===== config.mk =====
export PLATFORM = sky130hd
export DESIGN_NAME = pmu_sleep_ctrl
export DESIGN_NICKNAME = d
export VERILOG_FILES = /design/src/rtl/pmu_sleep_ctrl.sv
export SDC_FILE = /design/constraint.sdc
export NUM_CORES = 1
export LEC_CHECK = 0
export ABC_AREA = 1
export CAP_MARGIN = 20
export CORE_MARGIN = 1.5
export CORE_UTILIZATION = 40
export CTS_CLUSTER_SIZE = 16
export DETAILED_ROUTE_END_ITERATION = 8
export PLACE_DENSITY = 0.76
export SETUP_SLACK_MARGIN = 0.5
export SYNTH_ARGS = -nofsm -noshare
export SYNTH_HDL_FRONTEND = slang
export SYNTH_SLANG_ARGS = --single-unit

===== constraint.sdc =====
create_clock -name fast_clk -period 1.8 [get_ports fast_clk]
set_clock_uncertainty 0.05 [all_clocks]
set_input_delay 0.18 -clock fast_clk [delete_from_list [all_inputs] [get_ports fast_clk]]
set_output_delay 0.18 -clock fast_clk [all_outputs]
set_load 0.01 [all_outputs]

===== src/rtl/pmu_sleep_ctrl.sv =====
// pmu_sleep_ctrl
// Gates the high-frequency oscillator (HFOSC) around core sleep periods.
// The core requests sleep by parking its stack pointer at SLEEP_SP.
// Once rdsp has held that value for an idle window, the block first drops
// clkhf_enable and then clkhf_powerup. Any enabled wake line brings the
// oscillator back. Powerup rises first, and enable follows once the
// oscillator has had WAKE_DELAY cycles to settle.
//
// Ports
//   fast_clk       free-running clock, never gated by this block
//   rst_n          asynchronous active-low reset
//   rdsp           stack-pointer observation bus
//   wake_req       level wake requests, synchronous to fast_clk
//   wake_mask      1 = wake line enabled
//   clkhf_enable   HFOSC enable (registered)
//   clkhf_powerup  HFOSC powerup (registered)
//   sleeping       high only while fully asleep
//   wake_src       masked wake requests captured at the most recent wake
//   sleep_count    saturating count of sleep entries
//
// state   | meaning
// --------+---------------------------------------------------------------
// ACTIVE  | oscillator fully on, watching rdsp for the sleep sentinel
// DRAIN   | sentinel seen, counting down the idle window
// EN_OFF  | enable dropped, powerup still high (one cycle)
// SLEEP   | enable and powerup both low, waiting for a wake request
// POWERUP | powerup high, enable held low while the oscillator settles

module pmu_sleep_ctrl #(
    parameter int                    DATA_WIDTH  = 32,
    parameter logic [DATA_WIDTH-1:0] SLEEP_SP    = DATA_WIDTH'(32'h1000),
    parameter int                    IDLE_CYCLES = 16,
    parameter int                    WAKE_DELAY  = 8,
    parameter int                    NUM_WAKE    = 4,
    parameter int                    MAX_SLEEPS  = 0,
    parameter int                    CNT_W       = 8
) (
    input  logic                  fast_clk,
    input  logic                  rst_n,
    input  logic [DATA_WIDTH-1:0] rdsp,
    input  logic [NUM_WAKE-1:0]   wake_req,
    input  logic [NUM_WAKE-1:0]   wake_mask,
    output logic                  clkhf_enable,
    output logic                  clkhf_powerup,
    output logic                  sleeping,
    output logic [NUM_WAKE-1:0]   wake_src,
    output logic [CNT_W-1:0]      sleep_count
);

    localparam int CNT_MAX  = (IDLE_CYCLES > WAKE_DELAY) ? IDLE_CYCLES : WAKE_DELAY;
    localparam int CW_RAW   = $clog2(CNT_MAX + 1);
    localparam int CW       = (CW_RAW < 1) ? 1 : CW_RAW;
    localparam int IDLE_M1  = (IDLE_CYCLES > 0) ? IDLE_CYCLES - 1 : 0;
    localparam int WAKE_M1  = (WAKE_DELAY > 0) ? WAKE_DELAY - 1 : 0;
    localparam logic [CW-1:0] IDLE_LOAD = CW'(IDLE_M1);
    localparam logic [CW-1:0] WAKE_LOAD = CW'(WAKE_M1);

    typedef enum logic [2:0] {
        ST_ACTIVE  = 3'd0,
        ST_DRAIN   = 3'd1,
        ST_EN_OFF  = 3'd2,
        ST_SLEEP   = 3'd3,
        ST_POWERUP = 3'd4
    } state_t;

    state_t        state;
    logic [CW-1:0] cnt;
    logic          armed;

    logic wake;
    logic match;
    logic budget_ok;

    assign wake      = |(wake_req & wake_mask);
    assign match     = (rdsp == SLEEP_SP);
    assign budget_ok = (MAX_SLEEPS == 0) || (32'(sleep_count) < MAX_SLEEPS);

    always_ff @(posedge fast_clk or negedge rst_n) begin
        if (!rst_n) begin
            state         <= ST_ACTIVE;
            clkhf_enable  <= 1'b1;
            clkhf_powerup <= 1'b1;
            sleeping      <= 1'b0;
            wake_src      <= '0;
            sleep_count   <= '0;
            cnt           <= '0;
            armed         <= 1'b1;
        end else begin
            case (state)
                ST_ACTIVE: begin
                    // After a wake the core may still be parked at the
                    // sentinel; it has to leave it once before we re-arm.
                    if (!match)
                        armed <= 1'b1;
                    if (match && armed && budget_ok && !wake) begin
                        if (IDLE_CYCLES == 0) begin
                            state        <= ST_EN_OFF;
                            clkhf_enable <= 1'b0;
                        end else begin
                            state <= ST_DRAIN;
                            cnt   <= IDLE_LOAD;
                        end
                    end
                end

                ST_DRAIN: begin
                    if (!match || wake) begin
                        state <= ST_ACTIVE;
                    end else if (cnt == '0) begin
                        state        <= ST_EN_OFF;
                        clkhf_enable <= 1'b0;
                    end else begin
                        cnt <= cnt - 1'b1;
                    end
                end

                ST_EN_OFF: begin
                    if (wake) begin
                        // Powerup never dropped, so re-enable at once.
                        state        <= ST_ACTIVE;
                        clkhf_enable <= 1'b1;
                    end else begin
                        state         <= ST_SLEEP;
                        clkhf_powerup <= 1'b0;
                        sleeping      <= 1'b1;
                        if (sleep_count != {CNT_W{1'b1}})
                            sleep_count <= sleep_count + 1'b1;
                    end
                end

                ST_SLEEP: begin
                    if (wake) begin
                        wake_src      <= wake_req & wake_mask;
                        state         <= ST_POWERUP;
                        clkhf_powerup <= 1'b1;
                        sleeping      <= 1'b0;
                        cnt           <= WAKE_LOAD;
                    end
                end

                ST_POWERUP: begin
                    if (cnt == '0) begin
                        state        <= ST_ACTIVE;
                        clkhf_enable <= 1'b1;
                        armed        <= 1'b0;
                    end else begin
                        cnt <= cnt - 1'b1;
                    end
                end

                default: begin
                    state         <= ST_ACTIVE;
                    clkhf_enable  <= 1'b1;
                    clkhf_powerup <= 1'b1;
                    sleeping      <= 1'b0;
                end
            endcase
        end
    end

endmodule


==> impl_metrics.tcl, run 1 <==
set metrics [dict create \
    grt_usage 0.217 \
    ys_ff_latch 24 \
    clk_latency_ns 0.27 \
    gp_congestion 0.827 \
    synth_commonest_cells "nand2_1 (72), nor2_1 (48), dfrtp_1 (21)" \
    leakagePower_nw 1.41 \
    dieArea_um2 4330 \
    postPlaceCellArea_um2 2240 \
    setup_violations 0 \
    crit_path_top_delay_cell "dfrtp_1" \
    wl_per_cell_um 14.1 \
    slew_violations 0 \
    synth_edf_count 0 \
    end_kind "flop" \
    multiInputGateArea_um2 1170 \
    grt_pass1_vias 1683 \
    pwr_density_cell_nw_per_um2 369 \
    clock_sinks 24 \
    layout-drive-gt1-share 0.344 \
    ir_drop_mv 0.348 \
    cts_root_buf "clkbuf_8" \
    grt_pass1_wl_mm 7.29 \
    drc_errors 0 \
    num-nets-final 372 \
    antenna_cells 0 \
    synth_top_area_cell "dfrtp_1" \
    die_w_um 65.8 \
    dp_hpwl_mm 2.91 \
    critPathBufInv 2 \
    worstSetupPathType "flop to flop" \
    gr-total-overflow 0 \
    crit_family "simple AND/OR/NAND/NOR gates" \
    core_area_um2 3720 \
    syn_area_um2 1580 \
    hold_viol_final 0 \
    die_h_um 65.8 \
    max-slew-margin-rel 0.784 \
    cts_tree "built" \
    seq_area_frac_synth 0.383 \
    arrival_ns 1.70 \
    clockBufferDepth 2 \
    ys_dominant_reg_cell "dfrtp_1" \
    rsz0062_at_grt "yes" \
    cp_data_required_time_ns 1.92 \
    cp_cell_sequence "nor2_4, nand3_4, inv_4, nor2_2, nand3_1, nand2_1, inv_2, nand2_1, nand2_1, nand2_1" \
    ys_types 27 \
    max_freq_mhz 631 \
    viasPerCell 4.92 \
    yosysWarnings 0 \
    finalWirelength_mm 5.28 \
    grt_max_degree 25 \
    rows 22 \
    worst_hold_slack_ns 0.167 \
    start_util 0.425 \
    crit_top_cell "nand2_1" \
    syn_area_per_cell_um2 6.96 \
    syn_nets 272 \
    synth_cells 227 \
    vias 1839 \
    cts_buffers 3 \
    maxCapViolCount 0 \
    yosysMostFrequentCell "nand2_1" \
    setup-tns-final_ns 0 \
    nFillCells 269 \
    antenna_found_initial 0 \
    worst_pin_slew_ns 0.321 \
    hp-class "input pin to flop" \
    clk_pin_slew_worst_paths_ns 0.08 \
    drtIter0Drc 106 \
    area_growth_pct 78.0 \
    synthTopCellsByArea "dfrtp_1 (33%), nand2_1 (17%), nor2_1 (11%), dfstp_2 (5.0%), nand3_1 (4.8%)" \
    cp-start-kind "flop" \
    num_io_pins 57 \
    pre_cts_ws_ns -0.0243 \
    fin_area_um2 2810 \
    crit_path_max_fanout 4 \
    h-tree-depth 1 \
    async_reset_ff_frac 1.00 \
    fin_ws_ns 0.215 \
    port_buffers 56 \
    critPathMaxStageDelay_ns 0.47 \
    firstDrtPassIters 4 \
    outcome "complete, no violations" \
    ant_nets 0 \
    fin_crit_ns 1.59 \
    seqCellArea_um2 606 \
    synth_top_area_frac 0.333 \
    finalCritPeriodShare 0.881 \
]
layer usage:
| layer | share of wire | global-route usage | up-vias |
|---|---|---|---|
| li1 | - | - | 910 |
| met1 | 0.38 | 0.249 | 854 |
| met2 | 0.54 | 0.405 | 59 |
| met3 | 0.045 | 0.0392 | 16 |
| met4 | 0.028 | 0.0599 | 0 |
| met5 | 0 | 0 | - |
repair_timing:
action | 4_1_cts | 5_1_grt
endpoints found under the hold margin | 0 | 0
buffers inserted | 24 | 12
resized for setup | 60 | 65
pin swaps | 39 | 30
setup endpoints to repair | 37 | 28
hold buffers | 0 | 0
worst min-delay path, cell delays in order:
cell and delay (ns):
dlymetal6s2s_1 0.13, nand2_2 0.09, o21ai_2 0.06
per-stage QoR:
step,util,power [mW],std cells
after CTS,0.676,1.03,362
after floorplan,-,0.589,227
after global routing,0.756,1.08,374
after global placement,0.604,0.708,334
final,0.756,1.04,374
after detailed placement,0.604,0.708,334
placed cells by master, fill, tap and decap left out, types with 5 or more instances in the layout:
cell type        Yosys  layout
o21ai_1              0       7
xor2_1               6       5
nand2_4              2       8
nand2_1             72      55
clkdlybuf4s50_1      0      15
buf_6                0       7
nand2_2              3      13
nor2_1              48      46
dlygate4sd2_1        0      27
dfrtp_1             21      20
buf_4                0      32
inv_2                3       7
nor2_4               1       5
nand3_1             15       6
inv_1               15      10
dlymetal6s2s_1       0      10
nand3_2              2       8
worst paths after layout:
kind                               from        endpoint  slack [ns]  depth (start not counted)
max reg2reg                      cnt[2]        state[0]        0.21                         10
min                        wake_mask[2]     wake_src[2]        0.17                          3
max                              cnt[2]        state[0]        0.21                         10
min in group asynchronous         rst_n  sleep_count[4]        0.23                          2
max in group asynchronous         rst_n           armed        1.18                          2
min reg2reg                clkhf_enable    clkhf_enable        0.44                          2
final cells by class:
type,count,share of cell area
clock buffers,4,0.0160
inverters,19,0.0280
multi-input cells,184,0.416
flip-flops and latches,24,0.215
well taps,48,0.0214
repair buffers,95,0.303
power breakdown:
part / internal (mW) / total [mW] / switching (mW)
Sequential: 0.541 / 0.543 / 0.00180
Combinational: 0.0967 / 0.167 / 0.0704
Clock: 0.158 / 0.326 / 0.168
Total: 0.796 / 1.04 / 0.240
flip-flops by register name, summed over array words and instances (netlist names):
register and flops:
sleep_count 8, cnt 5, wake_src 4, state 3, armed 1, clkhf_enable 1, clkhf_powerup 1, sleeping 1
cell families (layout without fill, tap and decap cells):
group,Yosys count,count (layout),share of synthesized area
and+or+nand+nor,154,154,0.427
DFF,24,24,0.383
AOI/OAI and AO/OA,19,19,0.0753
buffers and inverters,19,118,0.0468
xor gates and xnor gates,8,8,0.0444
adders and majority gates,3,3,0.0238
(Power assumes the default switching activity.)
==> run 2, diff against run 1 <==
- SKIP_CTS_REPAIR_TIMING: unset -> 1
==> impl_metrics.tcl, run 2 (synthesis results as in run 1) <==
set metrics [dict create \
    gr-total-overflow 0 \
    hold_viol_final 0 \
    slew_violations 0 \
    cts_tree "built" \
    pre_cts_ws_ns -0.0243 \
    cts_root_buf "clkbuf_8" \
    rows 22 \
    antenna_found_initial 0 \
    arrival_ns 1.74 \
    fin_crit_ns 1.59 \
    core_area_um2 3720 \
    drtIter0Drc 96 \
    leakagePower_nw 1.45 \
    grt_pass1_vias 1510 \
    clock_sinks 24 \
    firstDrtPassIters 4 \
    ir_drop_mv 0.314 \
    clockBufferDepth 2 \
    finalCritPeriodShare 0.885 \
    max-slew-margin-rel 0.789 \
    cts_buffers 3 \
    die_w_um 65.8 \
    setup-tns-final_ns 0 \
    cp_cell_sequence "ha_4, nand3_4, nor3_4, nand3_2, nand2_4, inv_8, nand2_4, xor2_2" \
    clk_pin_slew_worst_paths_ns 0.08 \
    final_common_cell "nand2_1" \
    outcome "complete, no violations" \
    grt_max_degree 25 \
    die_h_um 65.8 \
    drc_errors 0 \
    layout-drive-gt1-share 0.298 \
    largest_reg_flops 8 \
    dp_hpwl_mm 2.91 \
    clk_latency_ns 0.27 \
    top_register "sleep_count" \
    h-tree-depth 1 \
    start_util 0.425 \
    gp_congestion 0.827 \
    port_buffers 56 \
    crit_path_top_delay_cell "dfrtp_1" \
    end_kind "flop" \
    cp-start-kind "flop" \
    antenna_cells 0 \
    maxCapViolCount 0 \
    grt_usage 0.184 \
    worst_pin_slew_ns 0.314 \
    area_growth_pct 76.0 \
    crit_top_cell "nand2_4" \
    rsz0062_at_grt "yes" \
    cp_data_required_time_ns 1.95 \
    vias 1758 \
    grt_pass1_wl_mm 6.29 \
    reg_top3 "sleep_count: 8 flops, cnt: 5 flops, wake_src: 4 flops" \
    setup_violations 0 \
    fin_ws_ns 0.208 \
    viasPerCell 4.88 \
    ant_nets 0 \
    wl_per_cell_um 13.0 \
    dieArea_um2 4330 \
    max_freq_mhz 628 \
    finalWirelength_mm 4.68 \
    crit_path_max_fanout 8 \
    critPathMaxStageDelay_ns 0.44 \
    pwr_density_cell_nw_per_um2 378 \
    reg2reg_depth 8 \
    final_cell_mix "nand2_1 (59), nor2_1 (45), clkdlybuf4s50_1 (31), dlymetal6s2s_1 (25), buf_4 (20)" \
    hp-class "input pin to async pin" \
    num-nets-final 358 \
    worstSetupPathType "flop to flop" \
    num_io_pins 57 \
]
## run 2: cell count changes in the layout (fill, tap and decap cells not counted), moves of 3 or more
cell	before	now
dlygate4sd2_1	27	0
clkbuf_2	3	0
buf_4	32	20
clkdlybuf4s50_1	15	31
nand2_2	13	9
nand2_1	55	59
dlymetal6s2s_1	10	25
buf_6	7	4
## run 2: through the flow
step | total power [mW] | hold slack [ns] | instance area, um2 | utilization | instances
floorplan | 0.589 | -0.166 | 1600 | - | 227
global placement | 0.708 | 0.409 | 2240 | 0.604 | 334
detailed placement | 0.708 | 0.431 | 2240 | 0.604 | 334
CTS | 1.03 | 0.235 | 2290 | 0.616 | 338
global route | 1.09 | 0.240 | 2780 | 0.748 | 360
finish | 1.05 | 0.213 | 2780 | 0.748 | 360
## run 2: path summary, 6_finish.rpt
kind / start / to / slack [ns]
worst max-delay path: sleep_count[0] / sleep_count[6] / 0.21
min in group fast_clk: rdsp[22] / armed / 0.37
worst min register to register: wake_src[2] / wake_src[2] / 0.44
worst max register to register: sleep_count[0] / sleep_count[6] / 0.21
max in group asynchronous: rst_n / clkhf_enable / 1.20
worst min-delay path: rst_n / sleep_count[5] / 0.21
## run 2: per-layer routing
layer / track usage / vias up / part of all wire
met1: 0.230 / 827 / 0.39
met4: 0.0521 / 0 / 0.019
met2: 0.319 / 36 / 0.55
met5: 0 / - / 0
li1: - / 886 / -
met3: 0.0375 / 9 / 0.035
## run 2: layout make-up
type / instances / area (um2)
tap: 48 / 60.1
inverter: 19 / 81.3
clock buffer: 4 / 45.0
fill: 257 / 937
multi-input combinational: 184 / 1150
timing repair buffer: 81 / 838
sequential: 24 / 608
## run 2: where the power goes
part	switching (mW)	internal, mW
Clock	0.181	0.159
Combinational	0.0655	0.102
Sequential	0.00111	0.541
Total	0.247	0.802
## run 2: critical path: cells and delay by family, from the launching register on
| kind | cells | cell delay [ns] |
|---|---|---|
| and+or+nand+nor | 5 | 0.65 |
| DFF | 1 | 0.44 |
| adders and majority gates | 1 | 0.18 |
| xor gates and xnor gates | 1 | 0.13 |
| buffers and inverters | 1 | 0.07 |
